[config.mk]
export PLATFORM = sky130hd
export DESIGN_NAME = mq_pass_scheduler_flat
export DESIGN_NICKNAME = d
export VERILOG_FILES = /design/src/rtl/mq_pass_scheduler_if.sv /design/src/rtl/mq_pass_scheduler.sv /design/src/flat_wrapper.sv
export SDC_FILE = /design/constraint.sdc
export NUM_CORES = 1
export LEC_CHECK = 0
export ABC_AREA = 1
export BUFFER_PORTS_ARGS = -buffer_cell sky130_fd_sc_hd__buf_2
export CORE_MARGIN = 5
export CORE_UTILIZATION = 53
export DETAILED_ROUTE_END_ITERATION = 16
export PLACE_DENSITY_LB_ADDON = 0.05
export SYNTH_ARGS = -nofsm -noshare
export SYNTH_HDL_FRONTEND = slang
export SYNTH_SLANG_ARGS = --single-unit
[constraint.sdc]
create_clock -name clk -period 1.8 [get_ports clk]
set_input_delay 0.36 -clock clk [delete_from_list [all_inputs] [get_ports clk]]
set_output_delay 0.36 -clock clk [all_outputs]
set_load 0.01 [all_outputs]
[src/rtl/mq_pass_scheduler_if.sv]
// Handshake bundle between code-block fetch control, the word-last generator,
// the MQ side and the pass scheduler.
interface mq_pass_scheduler_if #(
    parameter int unsigned PLANE_W = 4
);
    logic               cb_start;
    logic [PLANE_W-1:0] cb_num_planes;
    logic               word_last_sp;
    logic               word_last_mrp;
    logic               word_last_cp;
    logic               bp_code_over;
    logic               pass_start;
    logic [1:0]         pass_type;
    logic [PLANE_W-1:0] plane_idx;
    logic               flush_req;
    logic               busy;
    logic               cb_done;
    logic [PLANE_W+1:0] pass_cnt;

    // Control/datapath side: issues blocks, reports pass and flush completion.
    modport master (
        output cb_start, cb_num_planes, word_last_sp, word_last_mrp, word_last_cp,
               bp_code_over,
        input  pass_start, pass_type, plane_idx, flush_req, busy, cb_done, pass_cnt
    );

    // Scheduler side.
    modport slave (
        input  cb_start, cb_num_planes, word_last_sp, word_last_mrp, word_last_cp,
               bp_code_over,
        output pass_start, pass_type, plane_idx, flush_req, busy, cb_done, pass_cnt
    );
endinterface

[src/rtl/mq_pass_scheduler.sv]
// Coding-pass sequencer for one code block: walks bit-planes MSB->LSB issuing
// CP on the top plane and SP/MRP/CP on each lower plane, then flushes the MQ coder.
module mq_pass_scheduler #(
    parameter int unsigned PLANE_W = 4
) (
    input logic                   clk,
    input logic                   rst_syn,
    mq_pass_scheduler_if.slave    bus
);
    localparam logic [1:0] PassNone = 2'b00;
    localparam logic [1:0] PassSp   = 2'b01;
    localparam logic [1:0] PassMrp  = 2'b10;
    localparam logic [1:0] PassCp   = 2'b11;

    localparam logic [PLANE_W-1:0] PlaneOne = PLANE_W'(1);
    localparam logic [PLANE_W+1:0] CntOne   = (PLANE_W + 2)'(1);

    typedef enum logic [2:0] {
        StIdle,
        StPassStart,
        StPassWait,
        StFlushReq,
        StFlushWait,
        StDone
    } state_e;

    state_e             state_q, state_d;
    logic [1:0]         type_q, type_d;
    logic [PLANE_W-1:0] plane_q, plane_d;
    logic [PLANE_W+1:0] cnt_q, cnt_d;
    logic               sp_prev_q, mrp_prev_q, cp_prev_q;
    logic               pass_done;

    // State, pass bookkeeping and flag history registers.
    always_ff @(posedge clk) begin
        if (rst_syn) begin
            state_q    <= StIdle;
            type_q     <= PassNone;
            plane_q    <= '0;
            cnt_q      <= '0;
            sp_prev_q  <= 1'b0;
            mrp_prev_q <= 1'b0;
            cp_prev_q  <= 1'b0;
        end else begin
            state_q    <= state_d;
            type_q     <= type_d;
            plane_q    <= plane_d;
            cnt_q      <= cnt_d;
            sp_prev_q  <= bus.word_last_sp;
            mrp_prev_q <= bus.word_last_mrp;
            cp_prev_q  <= bus.word_last_cp;
        end
    end

    // Completion is a rising edge of the flag belonging to the current pass only.
    always_comb begin
        pass_done = 1'b0;
        unique case (type_q)
            PassSp:  pass_done = bus.word_last_sp  & ~sp_prev_q;
            PassMrp: pass_done = bus.word_last_mrp & ~mrp_prev_q;
            PassCp:  pass_done = bus.word_last_cp  & ~cp_prev_q;
            default: pass_done = 1'b0;
        endcase
    end

    // Next-state and pass sequencing.
    always_comb begin
        state_d = state_q;
        type_d  = type_q;
        plane_d = plane_q;
        cnt_d   = cnt_q;
        unique case (state_q)
            StIdle: begin
                if (bus.cb_start) begin
                    cnt_d = '0;
                    if (bus.cb_num_planes != '0) begin
                        plane_d = bus.cb_num_planes - PlaneOne;
                        type_d  = PassCp;
                        state_d = StPassStart;
                    end else begin
                        type_d  = PassNone;
                        state_d = StDone;
                    end
                end
            end
            StPassStart: state_d = StPassWait;
            StPassWait: begin
                if (pass_done) begin
                    cnt_d   = cnt_q + CntOne;
                    state_d = StPassStart;
                    if (type_q == PassSp) begin
                        type_d = PassMrp;
                    end else if (type_q == PassMrp) begin
                        type_d = PassCp;
                    end else if (plane_q != '0) begin
                        plane_d = plane_q - PlaneOne;
                        type_d  = PassSp;
                    end else begin
                        type_d  = PassNone;
                        state_d = StFlushReq;
                    end
                end
            end
            StFlushReq:  state_d = StFlushWait;
            StFlushWait: if (bus.bp_code_over) state_d = StDone;
            StDone:      state_d = StIdle;
            default:     state_d = StIdle;
        endcase
    end

    assign bus.pass_start = (state_q == StPassStart);
    assign bus.flush_req  = (state_q == StFlushReq);
    assign bus.cb_done    = (state_q == StDone);
    assign bus.busy       = (state_q != StIdle);
    assign bus.pass_type  = type_q;
    assign bus.plane_idx  = plane_q;
    assign bus.pass_cnt   = cnt_q;
endmodule
[src/flat_wrapper.sv]
// flat-port wrapper written by rule: the top's interface ports become plain ports
module mq_pass_scheduler_flat 
#(
    parameter int unsigned PLANE_W = 4
)
  (clk, rst_syn, bus_cb_start, bus_cb_num_planes, bus_word_last_sp, bus_word_last_mrp, bus_word_last_cp, bus_bp_code_over, bus_pass_start, bus_pass_type, bus_plane_idx, bus_flush_req, bus_busy, bus_cb_done, bus_pass_cnt);
  mq_pass_scheduler_if #(.PLANE_W(PLANE_W)) bus_i ();
  input logic clk;
  input logic rst_syn;
  input wire logic [$bits(bus_i.cb_start)-1:0] bus_cb_start;
  input wire logic [$bits(bus_i.cb_num_planes)-1:0] bus_cb_num_planes;
  input wire logic [$bits(bus_i.word_last_sp)-1:0] bus_word_last_sp;
  input wire logic [$bits(bus_i.word_last_mrp)-1:0] bus_word_last_mrp;
  input wire logic [$bits(bus_i.word_last_cp)-1:0] bus_word_last_cp;
  input wire logic [$bits(bus_i.bp_code_over)-1:0] bus_bp_code_over;
  output wire logic [$bits(bus_i.pass_start)-1:0] bus_pass_start;
  output wire logic [$bits(bus_i.pass_type)-1:0] bus_pass_type;
  output wire logic [$bits(bus_i.plane_idx)-1:0] bus_plane_idx;
  output wire logic [$bits(bus_i.flush_req)-1:0] bus_flush_req;
  output wire logic [$bits(bus_i.busy)-1:0] bus_busy;
  output wire logic [$bits(bus_i.cb_done)-1:0] bus_cb_done;
  output wire logic [$bits(bus_i.pass_cnt)-1:0] bus_pass_cnt;
  assign bus_i.cb_start = bus_cb_start;
  assign bus_i.cb_num_planes = bus_cb_num_planes;
  assign bus_i.word_last_sp = bus_word_last_sp;
  assign bus_i.word_last_mrp = bus_word_last_mrp;
  assign bus_i.word_last_cp = bus_word_last_cp;
  assign bus_i.bp_code_over = bus_bp_code_over;
  assign bus_pass_start = bus_i.pass_start;
  assign bus_pass_type = bus_i.pass_type;
  assign bus_plane_idx = bus_i.plane_idx;
  assign bus_flush_req = bus_i.flush_req;
  assign bus_busy = bus_i.busy;
  assign bus_cb_done = bus_i.cb_done;
  assign bus_pass_cnt = bus_i.pass_cnt;
  mq_pass_scheduler #(.PLANE_W(PLANE_W)) u_core (.clk(clk), .rst_syn(rst_syn), .bus(bus_i));
endmodule
Word level (Yosys, flattened, before mapping)
Index checks and enable logic that the tools add are counted.
Operators by class
  shift operators: 0
  div/mod/pow operators: 0
  reductions and logical operators: 8
  multiply operators: 0
  mux-type cells: 26
  add/subtract/negate cells: 3
  bitwise gates (word level): 6
  order comparisons: 0
  equal/unequal tests: 15
Operators by type and width (count)
  4-bit 2-to-1 mux: 6
  3-bit 2-to-1 mux: 6
  3-bit one-hot mux with 5 select lines: 1
  2-bit 2-to-1 mux: 6
  6-bit 2-to-1 mux: 2
  6-bit one-hot mux with 2 select lines: 1
  2-bit != test, second input constant: 4
  4-bit one-hot mux with 2 select lines: 1
  4-bit nonzero test: 2
  4-bit by 1-bit subtractor with 4-bit output, second input constant: 2
  7-bit AND reduction: 1
  6-bit by 1-bit adder with 6-bit output, second input constant: 1
  3-bit by 2-bit equality test with 1-bit output, second input constant: 2
  3-bit equality test, second input constant: 2
  2-bit by 1-bit != test with 1-bit output, second input constant: 3
  3-bit AND reduction: 2
  2-bit equality test, second input constant: 2
  2-bit one-hot mux with 2 select lines: 1
  1-bit AND: 3
  3-bit by 1-bit equality test with 1-bit output, second input constant: 1
  3-bit logical NOT: 1
  1-bit inverter: 3
  1-bit one-hot mux with 3 select lines: 1
  3-bit nonzero test: 1
  other kinds (3): 3
Word-level totals
  memories: 0
  latch bits: 0
  output and inout bits: 16
  input bits: 11
  memory bits (read-only): 0
  bits in registers: 18
  word-level logic and storage cells: 65
  bits in writable memories: 0

Longest topological paths before layout
Gate-level depths: netlist (run 1).
  depth after elaboration: 6
  mapped depth: 11
  gate-level depth less buffers: 11

Worst setup path after synthesis (run 1)
OpenSTA, ideal clock, no wires.
  path type: register to register
  from: register u_core.type_q[0] (netlist: u_core.bus.pass_type[0])
  to: register u_core.cnt_q[2] (netlist: u_core.bus.pass_cnt[2])
  stages on the path, launching flop included: 11
  buffers on the path: 1
  setup slack: 0.286 ns
  clock period less this slack: 1.514 ns
  data required time: 1.729 ns
  arrival time: 1.443 ns
  library setup time: 0.071 ns
  path through: dfxtp_1 > inv_1 > ha_1 > nand3_1 > nand3_1 > nand3_4 > nand2_2 > nand2_4 > buf_6 > nand2_1 > a21oi_1
On the way
  longest elaborated chain between the ends: 4
  elaborated cells between the ends (all ways): 6
  classes of those cells: eq/ne (4); mux (1); reduce/logical (1)
Ends and longest elaborated chain
  from (decl): RTL line mq_pass_scheduler.sv:28  | logic [1:0] type_q, type_d;
  from (signal assigned): RTL line mq_pass_scheduler.sv:38  | type_q <= PassNone;
  from (signal assigned): RTL line mq_pass_scheduler.sv:46  | type_q <= type_d;
  2-bit equality test or 2-bit by 1-bit equality test with 1-bit output (tied branches): RTL line mq_pass_scheduler.sv:58  | unique case (type_q)
  1-bit one-hot mux with 3 select lines *: RTL line mq_pass_scheduler.sv:58
  2-bit by 1-bit != test with 1-bit output (no source line) *
  3-bit AND reduction (no source line) *
  to (signal assigned): RTL line mq_pass_scheduler.sv:48  | cnt_q <= cnt_d;
  to (decl): RTL line mq_pass_scheduler.sv:30  | logic [PLANE_W+1:0] cnt_q, cnt_d;
Every way passes the cells marked *; elsewhere a longest branch is shown, timed or not.
A chain may end at the register's enable or synchronous reset.

Worst setup path after layout (run 1)
  from: register u_core.state_q[1]
  to: output port bus_busy
On the way
  longest elaborated chain between the ends: 1
Ends and longest elaborated chain
  from (decl): RTL line mq_pass_scheduler.sv:27  | state_e state_q, state_d;
  from (signal assigned): RTL line mq_pass_scheduler.sv:37  | state_q <= StIdle;
  from (signal assigned): RTL line mq_pass_scheduler.sv:45  | state_q <= state_d;
  3-bit nonzero test: RTL line mq_pass_scheduler.sv:114  | assign bus.busy = (state_q != StIdle);
  to (decl): RTL line flat_wrapper.sv:20  | output wire logic [$bits(bus_i.busy)-1:0] bus_busy;
Every way passes these cells.

==> results.yml, run 1 <==
cells_and_area:
  mostFrequentLayoutCell: "nand2_1"
  area_growth_pct: 16.00
  layout_common_cells: "37 x nand2_1, 30 x inv_1, 26 x buf_2"
  diodes: 0
  n_fill_cell: 226
  stdcell_area_um2: 1388
  nNetsFinal: 224
  drive_gt1_frac: 0.2573
  post-route-util: 0.6334
outcome:
  run_status: "finished clean"
detailed_routing:
  wl_per_cell_um: 11.17
  drt_iter0_markers: 33
  viasPerCell: 4.850
  drt-met1-wl_um: 1224
  route.met3.wl_um: 140
  first_pass_iters: 4
  totalWireLength_um: 2614
  drcViolationCount: 0
  highest_layer: "met4"
  met2WireLength_um: 1230
  ant_nets: 0
  vias: 1135
power:
  power_density_nw_per_um2: 1417
  switching_share: 0.4842
  leakage_nw: 0.7307
  combPwrFrac: 0.557
  pwr-share-seq: 0.310
  internal-power_mw: 1.014
  ir_drop_uv: 739.5
  pwr-share-clk: 0.133
  switching_power_uw: 951.9
synth:
  synth_top_family_by_area: "simple AND/OR/NAND/NOR gates"
  syn_area_per_cell_um2: 6.720
  synth.yosys.seq_area_share: 0.3013
  netlist_area_um2: 1196
  ys_top_cells_by_area: "dfxtp_1 30%, nand2_1 12%, inv_1 9.4%"
  synth-simple-area-share: 0.3860
  synthXorXnorAreaFrac: 0.007322
  yosys.area.top_type_share: 0.3013
  synthMuxAreaShare: 0
  synth.distinct_cells: 27
  synth_fp_nets: 195
  yosys_warnings: 0
  synth_cells: 178
  yosysTopAreaCell: "dfxtp_1"
  synth-compound-area-share: 0.1098
  synthAdderAreaFrac: 0.06276
  ys_ff_latch: 18
global_routing:
  grt_max_degree: 13
  antenna_found_initial: 0
  grt_use_total: 0.1772
  overflow: 0
  grt_pass1_vias: 1100
  grt_pass1_wl_um: 4664
floorplan:
  initial_core_util: 0.5460
  rows: 17
  io_pins: 27
  dieArea_um2: 3307
  die_h_um: 57.51
  dieWidth_um: 57.51
  core-area_um2: 2191
place:
  dpl.hpwl_um: 2051
  place_area_um2: 1343
  gp_congestion: 0.8153
  io_buffers: 26
clocking:
  cts_tree: "built"
  root_buffer: "clkbuf_4"
  cts_buffers: 3
  clock_latency_ps: 300
  clockBufferDepth: 2
  clock-sinks: 18
  path_clk_slew_ps: 120
  htreeDepth: 1
  hold_buffers: 0
timing:
  period_share: 0.8862
  relSlewSlack: 0.7988
  hold_viol_final: 0
  clock_skew_ps: 7.155
  final-max-slew-violation-count: 0
  max_clock_freq_ghz: 0.6269
  rsz0062_at_grt: "false"
  tns_ps: 0
  worstMarginPinSlew_ps: 299.8
  setup_violations: 0
  fin_crit_ps: 1595
setup_path:
  cp.arrival_ps: 1240
  cp-end-kind: "output pin"
  worstPathMaxFanout: 7
  critPathLaunchType: "flip-flop"
  critPathKind: "flip-flop to output pin"
  crit_required_ps: 1440
  reg2reg_slack_ps: 210
run:
  cap_violations: 0
worst_hold_path:
  hp-class: "input pin to flip-flop"
## area by class of cell
type | instances | area, µm² | area share
Multi-Input combinational cell | 123 | 684.4 | 0.4932
Inverter | 34 | 132.6 | 0.09558
Timing Repair Buffer | 27 | 137.6 | 0.09919
Clock buffer | 4 | 36.28 | 0.02615
Sequential cell | 18 | 361.6 | 0.2606
Tap cell | 28 | 35.03 | 0.02525
## cells by family (layout without fill, tap and decap cells)
kind of cell	Yosys count	count (layout)
flops	18	18
buf+inv	37	65
fa+ha+maj	6	6
simple gates	94	94
xor+xnor	1	1
compound gates	22	22
## registers in the layout, indices dropped and copies added (netlist names)
signal and count:
u_core.bus.pass_cnt 6, u_core.bus.pass_type 2, u_core.state_q 3, u_core.bus.plane_idx 4, u_core.mrp_prev_q 1, u_core.cp_prev_q 1, u_core.sp_prev_q 1
## cells in the mapped netlist
cell and count:
o31ai_1 1, dfxtp_1 18, nand2_2 4, nand3_1 12, a21oi_4 1, nand3_4 1, inv_1 30, o21ai_0 3
nor3_1 3, a31oi_1 1, a21oi_1 8, nor2_1 23, nor2_8 1, buf_6 2, o21ai_1 6, nand3_2 2
nor2_2 4, nand4_1 5, nand2_1 37, o21a_1 1, xor2_1 1, ha_1 6, o21ai_2 1, clkinv_4 1
clkbuf_1 1, nand2_4 2, inv_2 3
## per-stage QoR
| stage | instances | setup WS (ps) | hold slack, ps | total power, mW |
|---|---|---|---|---|
| global placement | 230 | 245.7 | 485.8 | 1.676 |
| CTS | 234 | 162.3 | 261.6 | 1.965 |
| detailed placement | 230 | 167.8 | 497.4 | 1.697 |
| finish | 234 | 204.9 | 269.2 | 1.966 |
| global route | 234 | 31.12 | 251.9 | 2.162 |
| floorplan | 178 | 285.9 | 467.0 | 1.447 |
## power by group through the flow
stage	clock [mW]	sequential, mW	combinational (mW)
2_1_floorplan	0	0.639	0.807
3_3_place_gp	0	0.607	1.07
3_5_place_dp	0	0.615	1.08
4_1_cts	0.269	0.607	1.09
5_1_grt	0.291	0.628	1.24
6_report	0.261	0.609	1.10
## per-layer routing
layer / vias to the layer above / track usage
met5: - / 0
met4: 0 / 0.05960
met3: 2 / 0.02036
met2: 31 / 0.3161
met1: 489 / 0.2176
li1: 613 / -
## final timing paths
| kind | to | start | depth (start not counted) |
|---|---|---|---|
| setup / recovery | bus_busy | u_core.state_q[1] | 3 |
| hold / removal | u_core.cp_prev_q | bus_word_last_cp | 3 |
| setup reg to reg | u_core.bus.plane_idx[3] | u_core.bus.pass_type[1] | 10 |
| hold reg to reg | u_core.bus.pass_cnt[1] | u_core.bus.pass_cnt[1] | 2 |
## critical path: stages (launching register included)
cell,delay [ps]
dfxtp_1,400
nor2_2,230
nand2_4,130
buf_2,170
## timing repair
item / in CTS / in global routing
endpoints found under the setup margin: 0 / 4
gates resized for setup: 0 / 3
setup buffers: 0 / 0
Note: power is estimated with default switching activity, not from simulation.
==> run 2, diff against run 1 <==
- PLACE_DENSITY: default -> 0.89
- PLACE_DENSITY_LB_ADDON: 0.05 -> default
==> results.yml, run 2 (synthesis gave the netlist of run 1 again) <==
clocking:
  clock-sinks: 18
  path_clk_slew_ps: 110
  clock_latency_ps: 300
  cts_buffers: 3
  hold_buffers: 0
  root_buffer: "clkbuf_4"
  cts_tree: "built"
  cts_resized: 0
  postCtsSetupRepairBufs: 0
  clockBufferDepth: 2
  htreeDepth: 1
setup_path:
  worstPathMaxFanout: 6
  critPathKind: "flip-flop to output pin"
  crit_required_ps: 1440
  worstReg2RegStart: "u_core.state_q[1]"
  path_cells: "buf_4 -> nor2_2 -> nand2_4 -> buf_2"
  cp_num_buf_inv: 2
  cp.arrival_ps: 1340
  cp-startpoint: "u_core.state_q[1]"
  critPathLaunchType: "flip-flop"
  critPathSlowestCell: "dfxtp_1"
  critPathTopFamily: "flip-flops"
  critical-path-max-stage-delay_ps: 350
  cp-end-kind: "output pin"
global_routing:
  overflow: 0
  grt_pass1_wl_um: 4084
  grt_max_degree: 13
  antenna_found_initial: 0
  grt_use_total: 0.1547
  grt_pass1_vias: 987
timing:
  clock_skew_ps: 7.394
  hold_viol_final: 0
  tns_ps: 0
  max_clock_freq_ghz: 0.5880
  worstMarginPinSlew_ps: 297.8
  period_share: 0.9448
  fin_crit_ps: 1701
  final-max-slew-violation-count: 0
  relSlewSlack: 0.8001
  rsz0062_at_grt: "false"
  setup_violations: 0
floorplan:
  dieWidth_um: 57.51
  core-area_um2: 2191
  die_h_um: 57.51
  io_pins: 27
  dieArea_um2: 3307
  rows: 17
  initial_core_util: 0.5460
cells_and_area:
  n_fill_cell: 202
  diodes: 0
  largest_register_ffs: 6
  area_growth_pct: 16.32
  mostFrequentLayoutCell: "nand2_1"
  nNetsFinal: 224
  layout_common_cells: "37 x nand2_1, 30 x inv_1, 26 x buf_2"
  post-route-util: 0.6351
  drive_gt1_frac: 0.2476
outcome:
  run_status: "finished clean"
detailed_routing:
  vias: 1149
  first_pass_iters: 4
  ant_nets: 0
  totalWireLength_um: 2433
  wl_per_cell_um: 10.40
  drt_iter0_markers: 26
  drcViolationCount: 0
  viasPerCell: 4.910
place:
  dpl.hpwl_um: 1914
  gp_congestion: 0.8608
  io_buffers: 26
power:
  pwr-share-seq: 0.306
  power_density_nw_per_um2: 1402
  pwr-share-clk: 0.132
  finalPower_mw: 1.950
  switching_share: 0.4798
  internal-power_mw: 1.015
  leakage_nw: 0.7339
  ir_drop_uv: 918.8
  switching_power_uw: 935.9
  combPwrFrac: 0.561
worst_hold_path:
  min_from: "bus_word_last_sp"
  hp-class: "input pin to flip-flop"
run:
  cap_violations: 0
## run 2: changes by cell type in the layout (fill, tap and decap cells not counted)
cell	before	now
dfxtp_2	1	0
ha_2	1	0
nand3_2	2	1
ha_1	5	6
nand3_4	1	2
dfxtp_1	17	18
## run 2: tightest hold or removal path, stage by stage
cell    delay (ps)
buf_2          100
inv_1           40
nor2_1          30
## run 2: area by class of cell
type	instances	area (µm²)	area share
multi-input combinational	123	689.4	0.4955
sequential	18	360.3	0.2590
timing repair buffer	27	137.6	0.09892
inverter	34	132.6	0.09532
clock buffer	4	36.28	0.02608
tap	28	35.03	0.02518
## run 2: path summary, 6_finish.rpt
| kind | end | slack, ps | depth (start not counted) |
|---|---|---|---|
| min reg2reg | u_core.bus.pass_cnt[1] | 510 | 2 |
| min | u_core.sp_prev_q | 270 | 3 |
| max reg2reg | u_core.bus.plane_idx[1] | 200 | 9 |
| max | bus_busy | 100 | 4 |
## run 2: per-stage QoR
step           cells  instance area, µm²  setup WS (ps)  hold slack (ps)
2_1_floorplan    178                1196          285.9            467.0
3_3_place_gp     230                1343          170.4            488.5
3_5_place_dp     230                1343          176.4            494.2
4_1_cts          234                1379          103.6            257.0
5_1_grt          234                1391          41.28            259.3
6_report         234                1391          99.27            268.5
## run 2: power groups by stage
| stage | Sequential [mW] | Clock, mW | Combinational [mW] |
|---|---|---|---|
| after floorplan | 0.639 | 0 | 0.807 |
| after global placement | 0.602 | 0 | 1.07 |
| after detailed placement | 0.606 | 0 | 1.08 |
| after CTS | 0.597 | 0.268 | 1.09 |
| after global routing | 0.616 | 0.290 | 1.25 |
| final | 0.598 | 0.258 | 1.09 |
## run 2: metal layers
metal  GRT usage  share of wire
met2      0.2452           0.47
met5           0              0
met4     0.06954          0.019
met3     0.02941          0.063
met1      0.2016           0.45
